--- src/rtl/output_fill.sv ---
// Drains PE-array results from the output FIFO into the output feature-map
// buffer, one entry per cycle, writing N*N entries from a latched base.
module output_fill #(
  parameter int ADDR_WIDTH = 16,
  parameter int SIZE_WIDTH = 8
) (
  input  logic                  w_clk,
  input  logic                  reset,
  input  logic                  enable,
  input  logic [ADDR_WIDTH-1:0] initial_address,
  input  logic [SIZE_WIDTH-1:0] output_featuremapsize,
  input  logic                  is_empty,
  output logic [ADDR_WIDTH-1:0] c_address,
  output logic                  write_enable,
  output logic                  read_enable,
  output logic                  done
);

  localparam int CW = 2 * SIZE_WIDTH;

  typedef enum logic [1:0] {
    S_IDLE,
    S_RUN,
    S_DONE
  } state_e;

  state_e state_q, state_d;

  logic [ADDR_WIDTH-1:0] base_q, base_d;
  logic [ADDR_WIDTH-1:0] addr_q, addr_d;
  logic [CW-1:0]         total_q, total_d;
  logic [CW-1:0]         rd_cnt_q, rd_cnt_d;
  logic [CW-1:0]         wr_cnt_q, wr_cnt_d;
  logic                  we_q;
  logic                  done_q, done_d;

  logic [CW-1:0] n_ext;
  logic [CW-1:0] n_sq;
  logic          size_zero;
  logic          rd_left;
  logic          last_wr;

  assign n_ext     = CW'(output_featuremapsize);
  assign n_sq      = n_ext * n_ext;
  assign size_zero = (output_featuremapsize == '0);

  assign rd_left = (rd_cnt_q < total_q);
  assign last_wr = we_q & (wr_cnt_q == total_q - CW'(1));

  assign read_enable = (state_q == S_RUN) & enable
                     & ~is_empty & rd_left;

  always_comb begin
    state_d  = state_q;
    base_d   = base_q;
    total_d  = total_q;
    rd_cnt_d = rd_cnt_q;
    wr_cnt_d = wr_cnt_q;
    addr_d   = addr_q;
    done_d   = done_q;
    unique case (state_q)
      S_IDLE: begin
        if (enable) begin
          base_d   = initial_address;
          total_d  = n_sq;
          rd_cnt_d = '0;
          wr_cnt_d = '0;
          state_d  = size_zero ? S_DONE : S_RUN;
          done_d   = size_zero;
        end
      end
      S_RUN: begin
        // Every pop is written one cycle later, so the pop index
        // equals the write index the registered address serves.
        if (read_enable) begin
          rd_cnt_d = rd_cnt_q + CW'(1);
          addr_d   = base_q + ADDR_WIDTH'(rd_cnt_q);
        end
        if (we_q) begin
          wr_cnt_d = wr_cnt_q + CW'(1);
        end
        if (last_wr) begin
          state_d = S_DONE;
          done_d  = 1'b1;
        end
      end
      S_DONE: begin
        if (!enable) begin
          state_d = S_IDLE;
          done_d  = 1'b0;
        end
      end
      default: begin
        state_d = S_IDLE;
        done_d  = 1'b0;
      end
    endcase
  end

  always_ff @(posedge w_clk or posedge reset) begin
    if (reset) begin
      state_q  <= S_IDLE;
      base_q   <= '0;
      total_q  <= '0;
      rd_cnt_q <= '0;
      wr_cnt_q <= '0;
      addr_q   <= '0;
      we_q     <= 1'b0;
      done_q   <= 1'b0;
    end else begin
      state_q  <= state_d;
      base_q   <= base_d;
      total_q  <= total_d;
      rd_cnt_q <= rd_cnt_d;
      wr_cnt_q <= wr_cnt_d;
      addr_q   <= addr_d;
      we_q     <= read_enable;
      done_q   <= done_d;
    end
  end

  assign c_address    = addr_q;
  assign write_enable = we_q;
  assign done         = done_q;

endmodule

--- config.mk ---
export PLATFORM = sky130hd
export DESIGN_NAME = output_fill
export DESIGN_NICKNAME = d
export VERILOG_FILES = /design/src/rtl/output_fill.sv
export SDC_FILE = /design/constraint.sdc
export NUM_CORES = 1
export LEC_CHECK = 0
export CAP_MARGIN = 30
export CORE_ASPECT_RATIO = 0.5
export CORE_MARGIN = 2
export CORE_UTILIZATION = 30
export CTS_CLUSTER_DIAMETER = 50
export DETAILED_ROUTE_END_ITERATION = 8
export PLACE_DENSITY_LB_ADDON = 0.05
export SLEW_MARGIN = 20
export SYNTH_ARGS = -nofsm -noshare
export SYNTH_HDL_FRONTEND = slang
export SYNTH_SLANG_ARGS = --single-unit
--- constraint.sdc ---
create_clock -name w_clk -period 3.4 [get_ports w_clk]
set_input_delay 0.85 -clock w_clk [delete_from_list [all_inputs] [get_ports w_clk]]
set_output_delay 0.85 -clock w_clk [all_outputs]
set_load 0.01 [all_outputs]
## After elaboration in Yosys (flattened, before gate mapping)

Index checks and enable logic that the tools add are counted.
Widths: inputs -> output; s select.

- Logic and storage cells: 49
- Register bits after elaboration: 84
- Output and inout port bits: 19
- Input port bits: 28

- Multipliers: 1
- Bitwise logic cells: 5
- Muxes and demuxes: 14
- Magnitude comparators: 1
- Reduce and logical (&&, ||, !) cells: 8
- Equality and inequality tests: 8
- Add/subtract/negate cells: 4

Operators with widths:

| kind | number |
|---|---|
| $pmux 16 s2 | 2 |
| $mux 16 | 3 |
| $add 16x1->16 const B | 2 |
| $add 16x16->16 | 1 |
| $eq 16x16->1 | 1 |
| $lt 16x16->1 | 1 |
| $mul 8x8->16 | 1 |
| $sub 16x1->16 const B | 1 |
| $ne 2x2->1 const B | 5 |
| $reduce_and 3->1 | 3 |
| $logic_not 8->1 | 1 |
| $mux 2 | 4 |
| $pmux 2 s3 | 1 |
| $and 1x1->1 | 4 |
| $reduce_and 2->1 | 2 |
| $mux 1 | 3 |
| $pmux 1 s3 | 1 |
| $eq 2x1->1 const B | 1 |
| $eq 2x2->1 const B | 1 |
| $logic_not 2->1 | 1 |
| $reduce_bool 2->1 | 1 |
| $not 1->1 | 1 |

## Depth between registers and ports, before layout

- Depth after elaboration: 6
- Mapped depth: 17
- Depth with buffers taken out: 16

## Least setup slack after synthesis

Ideal clock, no wire load.

- Path kind: input to register
- From: in output_featuremapsize[6]
- To: reg total_q[14]
- Slack: -1.383 ns
- Library setup time: 0.135 ns
- Stages: 15
- Arrival time: 4.647 ns
- Required time: 3.265 ns
- Buffers on the path: 1
- Cells stage by stage: clkbuf_1 > and2_1 > fa_1 > fa_1 > inv_1 > fa_1 > fa_1 > inv_1 > ha_1 > o21a_1 > o21a_1 > o22ai_1 > o311ai_0 > xnor2_1 > o21ai_0

- Cells in the longest elaborated chain, start to end: 1

RTL lines:

| element | RTL line | source |
|---|---|---|
| start: declaration | 11 | `input logic [SIZE_WIDTH-1:0] output_featuremapsize,` |
| $mul 8x8->16 | 44 | `assign n_sq = n_ext * n_ext;` |
| end signal: assignment | 113 | `total_q <= total_d;` |
| end: declaration | 31 | `logic [CW-1:0] total_q, total_d;` |

Every way passes these cells.
A chain may end at the register's enable or synchronous reset.

## Worst setup path in the final report

- From: in output_featuremapsize[7]
- To: reg total_q[10]

Same word-level chain as after synthesis.

==> metrics.md <==
| Metric | Value |
|---|---|
| Synthesis Warnings | 0 |
| IO Pins | 47 |
| Initial antenna violation count | 0 |
| Clock sink count | a little over 80 |
| Antenna-violating nets left | 0 |
| Via count | 5684 |
| Seq/Total Area, Yosys | slightly above 30% |
| Total CTS buffers | 9 |
| Core area | about 22000 um^2 |
| Failing checks | negative setup slack |
| Clock latency on the worst-skew pair | ~340 ps |
| Crit-path max FO | 4 |
| Ys async rst share | 100% |
| CP Capture Type | register |
| Buf/Inv on CP | 6 |
| Global placer's final weighted congestion | 0.834 |
| First-pass GRT wire length | between 20000 and 30000 um |
| Drt first pass iters | 4 |
| Starting Density | slightly above 30% |
| Layout Skew | approximately 9 ps |
| Critical-path top delay cell | fa_2 |
| Slew HR | 58.0% |
| # setup viols final | 10 |
| Critical path startpoint category | primary input |
| Register bit total from synthesis | between 80 and 90 |
| Worst hold path type | reg2reg |
| PwrDens | about 700 nW/um^2 |
| Crit path largest cell delay | ~580 ps |
| Final core occ | around two fifths |
| Unique cell type count in the Yosys netlist | between 60 and 70 |
| Fillcell total | around 2300 |
| Congestion Overflow GR | 0 |
| Slew Limit Fails | 0 |
| Pleak | around 4 nW |
| Worst vdd ir | approximately 0.00024 V |
| Port bufs | 46 |
| Final WS setup | -803 ps |
| Layout cells sized above 1 | 21.8% |
| Routed WL per cell | about 14 um |
| Hold slack | ~470 ps |
| Die W | between 200 and 250 um |
| Die footprint | roughly 24000 um^2 |
| H-tree level count | 3 |
| Detailed Route WL | between 15000 and 20000 um |
| # rows | 38 |
| Syn Inst Count | ~780 |
| Initial drt markers | 336 |
| Synth area leaders | dfrtp_1, ha_1, fa_1, nand2_1, inv_1 |
| Maximum buffer depth of the clock tree | 2 |
| WP data required | around 3600 ps |
| Yosys top cell by area | dfrtp_1 |
| Slew @ Worst Pin | between 600 and 700 ps |
| HPWL after DPL | about 14000 um |
| Tot GR Track Use | around 15% |
| Final net count | between 1000 and 1500 |
| Fin. Hold Viols | 0 |
| Primary FF master, synth | dfrtp_1 |
| CP delay by family, top | adder cells |
| Status | complete, but fails checks |
| Netlist Area Pre-Place | between 6000 and 7000 um^2 |
| Max_cap viols | 0 |
| Final min period | around 4200 ps |
| Antenna Cells | 0 |
| Period utilization | 124% |
| Area grow syn2layout | 31.1% |
| Crit path cell chain | buf_6 -> buf_6 -> and2_4 -> fa_2 -> fa_2 -> inv_2 -> fa_1 -> fa_1 -> inv_2 -> ha_4 -> or3_4 -> buf_4 -> o22ai_4 -> buf_6 -> xor2_2 -> o21ai_0 |
| Synth top area share | 30.4% |
| Die height | 110 um |
| Post-synth EDFFs | 0 |
| Vias in the first global route | approximately 5800 |
| CTS tree | yes |
| Vias per Instance | roughly 4.7 |
| Clk slew on worst S/H paths | roughly 60 ps |
| Max frequency | approximately 0.24 GHz |
| Largest net degree at the start of global routing | 50 |
| Synth Area per Inst | 8.60 um^2 |
| DRC viols | 0 |
| Clock Tree Root | clkbuf_16 |
| Unrepaired setup endpoints after global routing | yes |
| Synth Net Count | 900 |
| Pre-CTS WS | -1710 ps |
| CP most frequent cell | buf_6 |
| CP Class | in2reg |
| Crit path arrival time | 4420 ps |
-- cell usage in the layout, fill, tap and decap left out, drive strengths merged, types with 10 or more instances in the layout --
cell	synthesis	routed
fa	26	26
and2	22	22
o21ai	54	54
a21oi	35	35
clkdlybuf4s50	0	37
nand3	18	18
dfrtp	82	82
clkbuf	17	13
nor3	17	17
nor2	43	43
nand4	14	14
xnor2	28	28
ha	62	62
buf	5	96
inv	77	76
o21a	10	10
nand2	127	127
xor2	29	29
-- cell usage after synthesis (2+ instances only) --
cell type / count
or2_2: 3
o22ai_1: 3
nand3b_1: 2
or4_1: 7
o21ai_0: 37
mux2_2: 2
ha_1: 62
a21o_1: 4
nor4b_2: 2
and2_1: 21
o21a_1: 10
fa_1: 26
xor2_1: 29
o221ai_1: 3
dfrtp_1: 82
o21ai_1: 16
o21bai_1: 4
nor3_1: 16
nor2b_1: 5
a211oi_1: 3
nand4_1: 14
nand3_1: 18
nand2b_1: 8
inv_1: 76
nor3b_1: 7
nor4_1: 3
buf_2: 3
o311ai_0: 2
clkbuf_1: 17
o211ai_1: 6
and4_1: 2
o31ai_1: 7
xnor2_1: 28
nand2_1: 127
or3_1: 9
a31oi_1: 5
mux2i_1: 9
a21oi_1: 35
nor2_1: 43
-- registers in the layout, summed over array words and instances, names as in the netlist --
signal	count
state_q	2
c_address	16
total_q	15
wr_cnt_q	16
rd_cnt_q	16
write_enable	1
base_q	16
-- worst reg2reg max path, delay by kind of cell (launching register included) --
| kind | cells | cell delay, ps |
|---|---|---|
| buffers and inverters | 2 | 340 |
| adders and majority gates | 1 | 300 |
| and+or+nand+nor | 1 | 540 |
| DFF | 1 | 430 |
| AOI/OAI and AO/OA | 5 | 900 |
-- metrics by stage --
step	area (um^2)	TNS, ps	std cells	total power (W)
finish	8840	-5750	1213	0.00621
global route	8840	-7010	1213	0.00679
CTS	8660	-6580	1208	0.00616
detailed placement	8240	-16360	1184	0.00505
global placement	8240	-15550	1184	0.00502
floorplan	6970	-6960	784	0.00390
-- per-layer routing --
layer / vias to the layer above / wire length, um / share of wire (%) / global-route usage, %
li1: 2924 / - / - / -
met2: 58 / 7880 / 45 / 26.5
met4: 0 / 167 / 0.96 / 2.98
met5: - / 0 / 0 / 0
met1: 2691 / 8930 / 51 / 20.9
met3: 11 / 380 / 2.2 / 2.33
-- area by class of cell --
cell class                 count  area [um^2]  share of cell area [%]
inverter                      77          290                    3.28
sequential                    82         2050                    23.2
tap                          300          375                    4.24
clock inverter                 4         52.6                   0.594
multi-input combinational    603         4660                    52.7
timing repair buffer         135         1180                    13.3
clock buffer                  12          236                    2.67
-- cell families after synthesis --
logic type | after synthesis | share of synthesized area (%)
AND/OR/NAND/NOR | 296 | 21.6
AO/OA/AOI/OAI | 151 | 13.9
buffers and inverters | 99 | 5.73
adder cells (fa/ha/maj) | 88 | 19.2
flip-flops | 82 | 30.4
XOR/XNOR | 57 | 7.40
multiplexers | 11 | 1.67
-- where the power goes --
part	switching [W]	internal [W]
Clock	0.000414	0.000572
Combinational	0.00189	0.00173
Sequential	0.000300	0.00131
-- what timing repair did --
action / 4_1_cts / 5_1_grt
setup buffers: 8 / 5
endpoints found under the setup margin: 13 / 11
pin swaps: 31 / 28
resized for setup: 57 / 40
hold buffers: 0 / 0
-- path summary, 6_finish.rpt --
kind	start	endpoint	slack [ps]	depth (start not counted)
worst min register to register	c_address[4]$_DFFE_PP0P_	c_address[4]$_DFFE_PP0P_	470	2
min in group asynchronous	reset	total_q[5]$_DFFE_PP0P_	890	2
max in group asynchronous	reset	c_address[11]$_DFFE_PP0P_	1830	3
worst max-delay path	output_featuremapsize[7]	total_q[10]$_DFFE_PP0P_	-800	16
worst max register to register	total_q[9]$_DFFE_PP0P_	rd_cnt_q[5]$_DFFE_PP0P_	820	9
worst min-delay path	c_address[4]$_DFFE_PP0P_	c_address[4]$_DFFE_PP0P_	470	2
Note: power is estimated with default switching activity, not from simulation.
